==> config.mk <==
export PLATFORM = sky130hd
export DESIGN_NAME = sipo
export DESIGN_NICKNAME = d
export VERILOG_FILES = /design/src/rtl/sipo.sv
export SDC_FILE = /design/constraint.sdc
export NUM_CORES = 1
export LEC_CHECK = 0
export ABC_CLOCK_PERIOD_IN_PS = 2600
export CORE_MARGIN = 1.5
export CORE_UTILIZATION = 48
export DETAILED_ROUTE_END_ITERATION = 10
export GPL_ROUTABILITY_DRIVEN = 0
export PLACE_DENSITY = 0.72
export RECOVER_POWER = 25
export SYNTH_ARGS = -nofsm -noshare
export SYNTH_HDL_FRONTEND = slang
export SYNTH_SLANG_ARGS = --single-unit
==> constraint.sdc <==
create_clock -name i_clk -period 2.6 [get_ports i_clk]
set_clock_uncertainty 0.05 [all_clocks]
set_input_delay 0.52 -clock i_clk [delete_from_list [all_inputs] [get_ports i_clk]]
set_output_delay 0.52 -clock i_clk [all_outputs]
set_load 0.02 [all_outputs]
==> src/rtl/sipo.sv <==
`default_nettype none
// ============================================================================
//  Module      : sipo
//  Description : Serial-to-parallel frame receiver. Frame format is
//                start(0), DATA_WIDTH data bits LSB-first, parity slot,
//                stop(1). One bit per clock, no oversampling. Recovers the
//                data word and flags parity and framing errors.
//  Ports       : i_clk        - clock, rising edge
//                i_rst        - synchronous active-high reset
//                i_rx         - serial line, idles high
//                i_par_en     - 1: check parity slot, 0: ignore it
//                i_par_type   - 0: even parity, 1: odd parity
//                o_p_data     - last received data word
//                o_data_valid - one-cycle pulse when a frame completes
//                o_par_err    - parity mismatch on last frame
//                o_frame_err  - stop bit sampled low on last frame
//                o_busy       - high while a frame is being received
//  Revision    : 1.0 - initial release
// ============================================================================
module sipo #(
    parameter int DATA_WIDTH = 8
) (
    input  logic                  i_clk,
    input  logic                  i_rst,
    input  logic                  i_rx,
    input  logic                  i_par_en,
    input  logic                  i_par_type,
    output logic [DATA_WIDTH-1:0] o_p_data,
    output logic                  o_data_valid,
    output logic                  o_par_err,
    output logic                  o_frame_err,
    output logic                  o_busy
);

    localparam int c_CNT_W = (DATA_WIDTH > 1) ? $clog2(DATA_WIDTH) : 1;
    localparam logic [c_CNT_W-1:0] c_LAST_BIT = c_CNT_W'(DATA_WIDTH - 1);

    localparam logic [2:0] c_IDLE      = 3'd0;
    localparam logic [2:0] c_DATA      = 3'd1;
    localparam logic [2:0] c_PARITY    = 3'd2;
    localparam logic [2:0] c_STOP      = 3'd3;
    localparam logic [2:0] c_WAIT_HIGH = 3'd4;

    logic [2:0]            r_state;
    logic [c_CNT_W-1:0]    r_cnt;
    logic [DATA_WIDTH-1:0] r_shift;
    logic                  r_par_en_l;
    logic                  r_par_type_l;
    logic                  r_par_err_nxt;
    logic                  w_par_exp;

    // Parity bit the transmitter should have sent for the word now in the
    // shift register: even parity -> XOR of data, odd parity -> its inverse.
    assign w_par_exp = (^r_shift) ^ r_par_type_l;

    assign o_busy = (r_state == c_DATA) || (r_state == c_PARITY) || (r_state == c_STOP);

    always_ff @(posedge i_clk) begin
        if (i_rst) begin
            r_state       <= c_IDLE;
            r_cnt         <= '0;
            r_shift       <= '0;
            r_par_en_l    <= 1'b0;
            r_par_type_l  <= 1'b0;
            r_par_err_nxt <= 1'b0;
            o_p_data      <= '0;
            o_data_valid  <= 1'b0;
            o_par_err     <= 1'b0;
            o_frame_err   <= 1'b0;
        end else begin
            o_data_valid <= 1'b0;
            case (r_state)
                c_IDLE: begin
                    if (!i_rx) begin
                        // Parity settings are frozen for the whole frame.
                        r_state      <= c_DATA;
                        r_cnt        <= '0;
                        r_par_en_l   <= i_par_en;
                        r_par_type_l <= i_par_type;
                    end
                end
                c_DATA: begin
                    // LSB arrives first, so shifting right leaves bit 0 at
                    // position 0 once all DATA_WIDTH bits are in.
                    r_shift <= {i_rx, r_shift[DATA_WIDTH-1:1]};
                    if (r_cnt == c_LAST_BIT) begin
                        r_state <= c_PARITY;
                    end else begin
                        r_cnt <= r_cnt + 1'b1;
                    end
                end
                c_PARITY: begin
                    r_par_err_nxt <= r_par_en_l & (i_rx != w_par_exp);
                    r_state       <= c_STOP;
                end
                c_STOP: begin
                    o_p_data     <= r_shift;
                    o_par_err    <= r_par_err_nxt;
                    o_frame_err  <= ~i_rx;
                    o_data_valid <= 1'b1;
                    // A low stop bit must not be mistaken for the next start
                    // bit; wait for the line to return high first.
                    r_state      <= i_rx ? c_IDLE : c_WAIT_HIGH;
                end
                c_WAIT_HIGH: begin
                    if (i_rx) begin
                        r_state <= c_IDLE;
                    end
                end
                default: begin
                    r_state <= c_IDLE;
                end
            endcase
        end
    end

endmodule
`default_nettype wire

## After elaboration in Yosys (flattened, before gate mapping)

Cells that the tools add are included.

| word-level totals | value |
|---|---|
| register bits | 28 |
| bits of input ports | 5 |
| output and inout port bits | 12 |
| logic and storage cells | 41 |

| operators by class | value |
|---|---|
| add/subtract/negate cells | 1 |
| eq/ne operators | 10 |
| muxes and demuxes | 9 |
| bitwise logic cells | 3 |
| reductions and logical operators | 8 |

Operators by type and width:

| operator | count |
|---|---|
| 3-bit 2-to-1 mux | 6 |
| 3-bit case mux with 5 select lines | 1 |
| 8-bit parity | 1 |
| 3-bit by 2-bit equality test with 1-bit output (second input constant) | 2 |
| 3-bit equality test (second input constant) | 2 |
| 2-bit != test (second input constant) | 3 |
| 3-bit case mux with 2 select lines | 1 |
| 3-bit AND reduction | 2 |
| 3-bit by 1-bit adder with 3-bit output (second input constant) | 1 |
| 3-bit by 1-bit equality test with 1-bit output (second input constant) | 1 |
| 3-bit zero test | 1 |
| 1-bit logical OR | 2 |
| 2-bit by 1-bit != test with 1-bit output (second input constant) | 1 |
| 2-bit AND reduction | 1 |
| 2-bit nonzero test | 1 |
| 1-bit AND | 1 |
| 1-bit 2-to-1 mux | 1 |
| 1-bit != test | 1 |
| 1-bit inverter | 1 |
| 1-bit XOR | 1 |

## Logic depth before layout (Yosys ltp)

| logic depth | value |
|---|---|
| depth in word-level cells | 4 |
| depth in mapped cells | 6 |
| depth with buffers taken out | 6 |

## Least setup slack after synthesis

No wires, ideal clock.

| timing | value |
|---|---|
| path kind | input to register |
| from | input i_rx |
| to | register r_par_err_nxt |
| setup time | 0.129 ns |
| data arrival time | 1.361 ns |
| required time | 2.421 ns |
| slack | 1.060 ns |
| cell stages on the path | 5 |
| buffers on the path | 1 |
| path through | buf_2 > xnor2_2 > xnor3_1 > xnor2_1 > o32ai_1 |

| on the way | value |
|---|---|
| word-level cells in the longest chain between the ends | 2 |

RTL lines:

| what | line | RTL |
|---|---|---|
| start, declared | 25 | `input logic i_rx,` |
| 1-bit != test | 93 | `r_par_err_nxt <= r_par_en_l & (i_rx != w_par_exp);` |
| 1-bit AND | 93 |  |
| end signal, assigned | 93 |  |
| end, declared | 49 | `logic r_par_err_nxt;` |

Every way passes these cells.
A chain may end at the register's enable or synchronous reset.

## Final worst setup path

| timing | value |
|---|---|
| from | register r_state[0] |
| to | output o_busy |

| on the way | value |
|---|---|
| word-level cells in the longest chain between the ends | 3 |
| elaborated cells between the ends (all ways) | 5 |
| those cells by class | eq/ne: 3; reduce/logical: 2 |

RTL lines:

| what | line | RTL |
|---|---|---|
| start, declared | 44 | `logic [2:0] r_state;` |
| start signal, assigned | 60 | `r_state <= c_IDLE;` |
| start signal, assigned | 76 | `r_state <= c_DATA;` |
| start signal, assigned | 87 | `r_state <= c_PARITY;` |
| 3-bit by 1-bit equality test with 1-bit output or 3-bit by 2-bit equality test with 1-bit output (tied branches) | 56 | `assign o_busy = (r_state == c_DATA) \|\| (r_state == c_PARITY) \|\| (r_state == c_STOP);` |
| 1-bit logical OR | 56 |  |
| 1-bit logical OR * | 56 |  |
| end, declared | 32 | `output logic o_busy` |

Every way passes the cells marked *; elsewhere a longest branch is shown, timed or not.

==> results.md <==
Finish:
- 0 antenna diodes ended up in the layout.
- The final cell area excluding filler cells is 0.001361 mm².
- The filler cells instantiated in the layout total between 200 and 250.
- The top cell types in the final layout, fill and taps aside, are dfxtp_1, nand2_1, nor2_1, clkdlybuf4s50_1, a21oi_1.
- The sequential cell area in the final layout is 560.5 µm².
- The library cell used most frequently in the layout, excluding fill and tap cells, is dfxtp_1.
- The number of standard cells in the final layout excluding fillers is 166.
- The fraction of final layout cells with drive strength greater than 1 is around 5.8%.
- The final core area utilization is 60.38%.
- After the last flow step, the layout net total stands at 147.
- The multi-input gate area in the final layout is 564.3 µm².
- The area growth from synthesis to layout is 16.12%.

Clock tree:
- The clock-pin slew of the registers on the worst-case setup and hold paths is roughly 140 ps.
- The CTS H-tree depth is 1.
- The CTS tree is done.
- The clock reaches the later pin of the worst-skew pair after 310 ps.
- The tree built by TritonCTS fans out to 28 sinks.
- The post-cts resize count is 0.
- Buffers inserted during clock tree synthesis total 3.
- The buffer depth of the longest clock path is 2.
- The cell sitting at the root of the clock tree is a clkbuf_4.
- The number of setup buffers added after CTS is 0.
- The hold buffer count at cts is 0.

Synthesis:
- The synthesized cell area is around 0.0012 mm².
- Synthesis inferred 28 register bits.
- The number of nets handed over by synthesis was 133.
- The synthesized netlist contains 29 unique library cells.
- Summed over its instances, the top area cell type makes up 47.81% of the synthesized netlist area.
- After technology mapping, the gate count stands at 126.
- The mean post-synth cell area is approximately 9.3 µm².
- dfxtp_1 takes more of the synthesized area than any other cell.
- The portion of the post-synthesis area used by sequential elements is 47.81%.
- The synthesis warning total is 0.
- In the post-synthesis netlist, the biggest area contributors are dfxtp_1, mux2i_1, nand2_1.

Drt:
- Dividing the detail-routed wire length by the instance count gives 11.81 µm.
- In this run, the number of DRC markers left after iteration 0 of detailed routing was 11.
- The number of DRC violations after detailed routing is 0.
- The remaining number of nets flagged by the antenna check after routing is 0.
- Using the TritonRoute via totals, the vias-per-cell ratio works out to 5.114.
- The total via count in the routed design is 849.
- The routed design has 1960 µm of wire.
- The detailed-routing iteration count for the pre-antenna-repair pass is 4.

Die:
- The core region is about 0.0023 mm².
- The area of the die is 0.002748 mm².
- The die is 52.42 µm tall.
- After floorplanning, the core was divided into 17 placement rows.
- For this configuration, the core starts out at a cell density of between 50% and 60%.
- Measured along the x axis, the die boundary spans 52.42 µm.
- The number of placed I/O pins is 17.

Power and ir drop:
- For this design the ratio of total power to cell area is just under 500 mW/mm².
- IR analysis of the VDD net gives a maximum drop of 0.0003949 V.
- For this design the static power due to leakage is 0.5060 nW.

Critical path:
- For this run, the slowest stage of the critical path takes approximately 600 ps.
- The number of buffers and inverters on the critical path is 1.
- The slowest stage of the critical path belongs to the cell dfxtp_1.
- The cell class contributing the biggest share of worst-path delay is flip-flops.
- In this run the worst path has a maximum fanout of 12.
- Walking the worst path, the cells encountered are nor2_1 > nor2_1 > clkdlybuf4s50_1.
- The category of the critical setup timing path is register to output pin.
- The type of origin of the critical path is a register.
- The element type at the critical path end is an output pin.
- The data required time of the critical path is 2030 ps.
- The endpoint arrival time on the critical path is 1770 ps.
- The critical path's most frequent cell is nor2_1.

STA:
- The hold violation total from the final report was 0.
- The final critical path takes up 89.83% of the cycle.
- The worst hold margin is 417.5 ps.
- Setup repair after global routing left no endpoint under its margin.
- Setup violations remaining at the end of the flow were counted as 0.
- The post-route setup TNS is 0 ps.
- The max-slew violation count is 0.
- The tightest slew margin relative to the limit is 69.57%.
- The clock period minus worst slack is 2336 ps.
- The actual slew at the worst max-slew pin is 456.5 ps.
- For this run, the top clock speed supported by timing is 428.1 MHz.

GRT:
- The largest net degree at the start of global routing is 15.
- The global-route wire length before repair is ~3300 µm.
- Global routing used between 10% and 20% of the available tracks.
- The overall overflow remaining after global route is 0.
- The number of antenna violations at the first check in global routing is 0.
- The via count of the first global-routing pass is 737.

Place:
- The placed instance count is 163.
- The total placed instance area is 0.001339 mm².
- Port buffering added 16 buffers.
- Once detailed placement completed, the half-perimeter wirelength came to 1459 µm.

Status:
- The flow ran to the end, and the final reports show no timing, DRC or antenna violations.

Worst hold path:
- In this run the worst hold path is classified as register to register.

Job:
- The count of maximum capacitance violations is 0.
-- final timing paths --
path / slack, ps / from / depth (start not counted) / end
hold / removal: 420 / o_p_data[4] / 2 / o_p_data[4]
setup reg to reg: 1060 / r_state[0] / 3 / r_shift[2]
setup / recovery: 260 / r_state[0] / 3 / o_busy
hold reg to reg: 420 / o_p_data[4] / 2 / o_p_data[4]
-- worst register-to-register path: stages, from the launching register on --
cell and delay, ps:
dfxtp_1 600, and2_1 490, mux2i_1 250, nor2_1 60
-- registers in the layout, summed over array words and instances (netlist names) --
| name | count |
|---|---|
| o_p_data | 8 |
| r_shift | 8 |
| r_cnt | 3 |
| r_state | 3 |
| o_data_valid | 1 |
| o_frame_err | 1 |
| o_par_err | 1 |
| r_par_en_l | 1 |
| r_par_err_nxt | 1 |
| r_par_type_l | 1 |
-- synthesized netlist by cell type --
cell type	count
a2111oi_0	1
a211oi_1	1
a21oi_1	13
and2_1	1
and3b_1	1
buf_1	1
buf_2	5
buf_4	1
clkbuf_1	2
dfxtp_1	28
ha_1	2
inv_1	1
mux2i_1	12
nand2_1	21
nand3b_1	2
nand4_1	2
nor2_1	15
nor2_2	1
nor2b_1	1
nor3_1	2
nor3b_1	1
nor4_2	1
nor4bb_1	1
o21a_1	1
o32ai_1	1
xnor2_1	5
xnor2_2	1
xnor3_1	1
xor2_1	1
-- cells by family (layout without fill, tap and decap cells) --
group | after synthesis | after routing | share of synthesized area, %
AO/OA/AOI/OAI | 17 | 17 | 8.325
flip-flops | 28 | 28 | 47.81
adder cells (fa/ha/maj) | 2 | 2 | 2.134
multiplexers | 12 | 12 | 10.25
buffers and inverters | 10 | 22 | 4.055
AND/OR/NAND/NOR | 49 | 49 | 19.64
XOR/XNOR | 8 | 8 | 7.791
-- per-layer routing --
layer	track usage [%]	wire length, µm	vias up
met2	24.38	880	8
met4	6.410	14	0
li1	-	-	451
met1	23.20	1015	388
met3	3.429	50	2
met5	0	0	-
-- per-stage QoR --
stage	setup slack, ps	total power [mW]
finish	264.3	0.6674
CTS	265.5	0.6761
global placement	546.3	0.5086
floorplan	1060	0.4959
global route	137.0	0.7051
detailed placement	498.1	0.5103
-- where the power goes --
part / total [mW] / leakage (nW) / internal [mW] / switching [mW]
sequential: 0.444 / 0.227 / 0.435 / 0.00851
combinational: 0.0562 / 0.266 / 0.0303 / 0.0260
clock: 0.167 / 0.0138 / 0.0541 / 0.113
total: 0.667 / 0.506 / 0.520 / 0.148
-- area by class of cell --
cell class,instances,area share [%]
multi-input cells,88,41.45
flip-flops and latches,28,41.18
repair buffers,18,12.87
well taps,28,2.574
clock buffers,3,1.654
inverters,1,0.2757
Note: power is estimated with default switching activity, not from simulation.
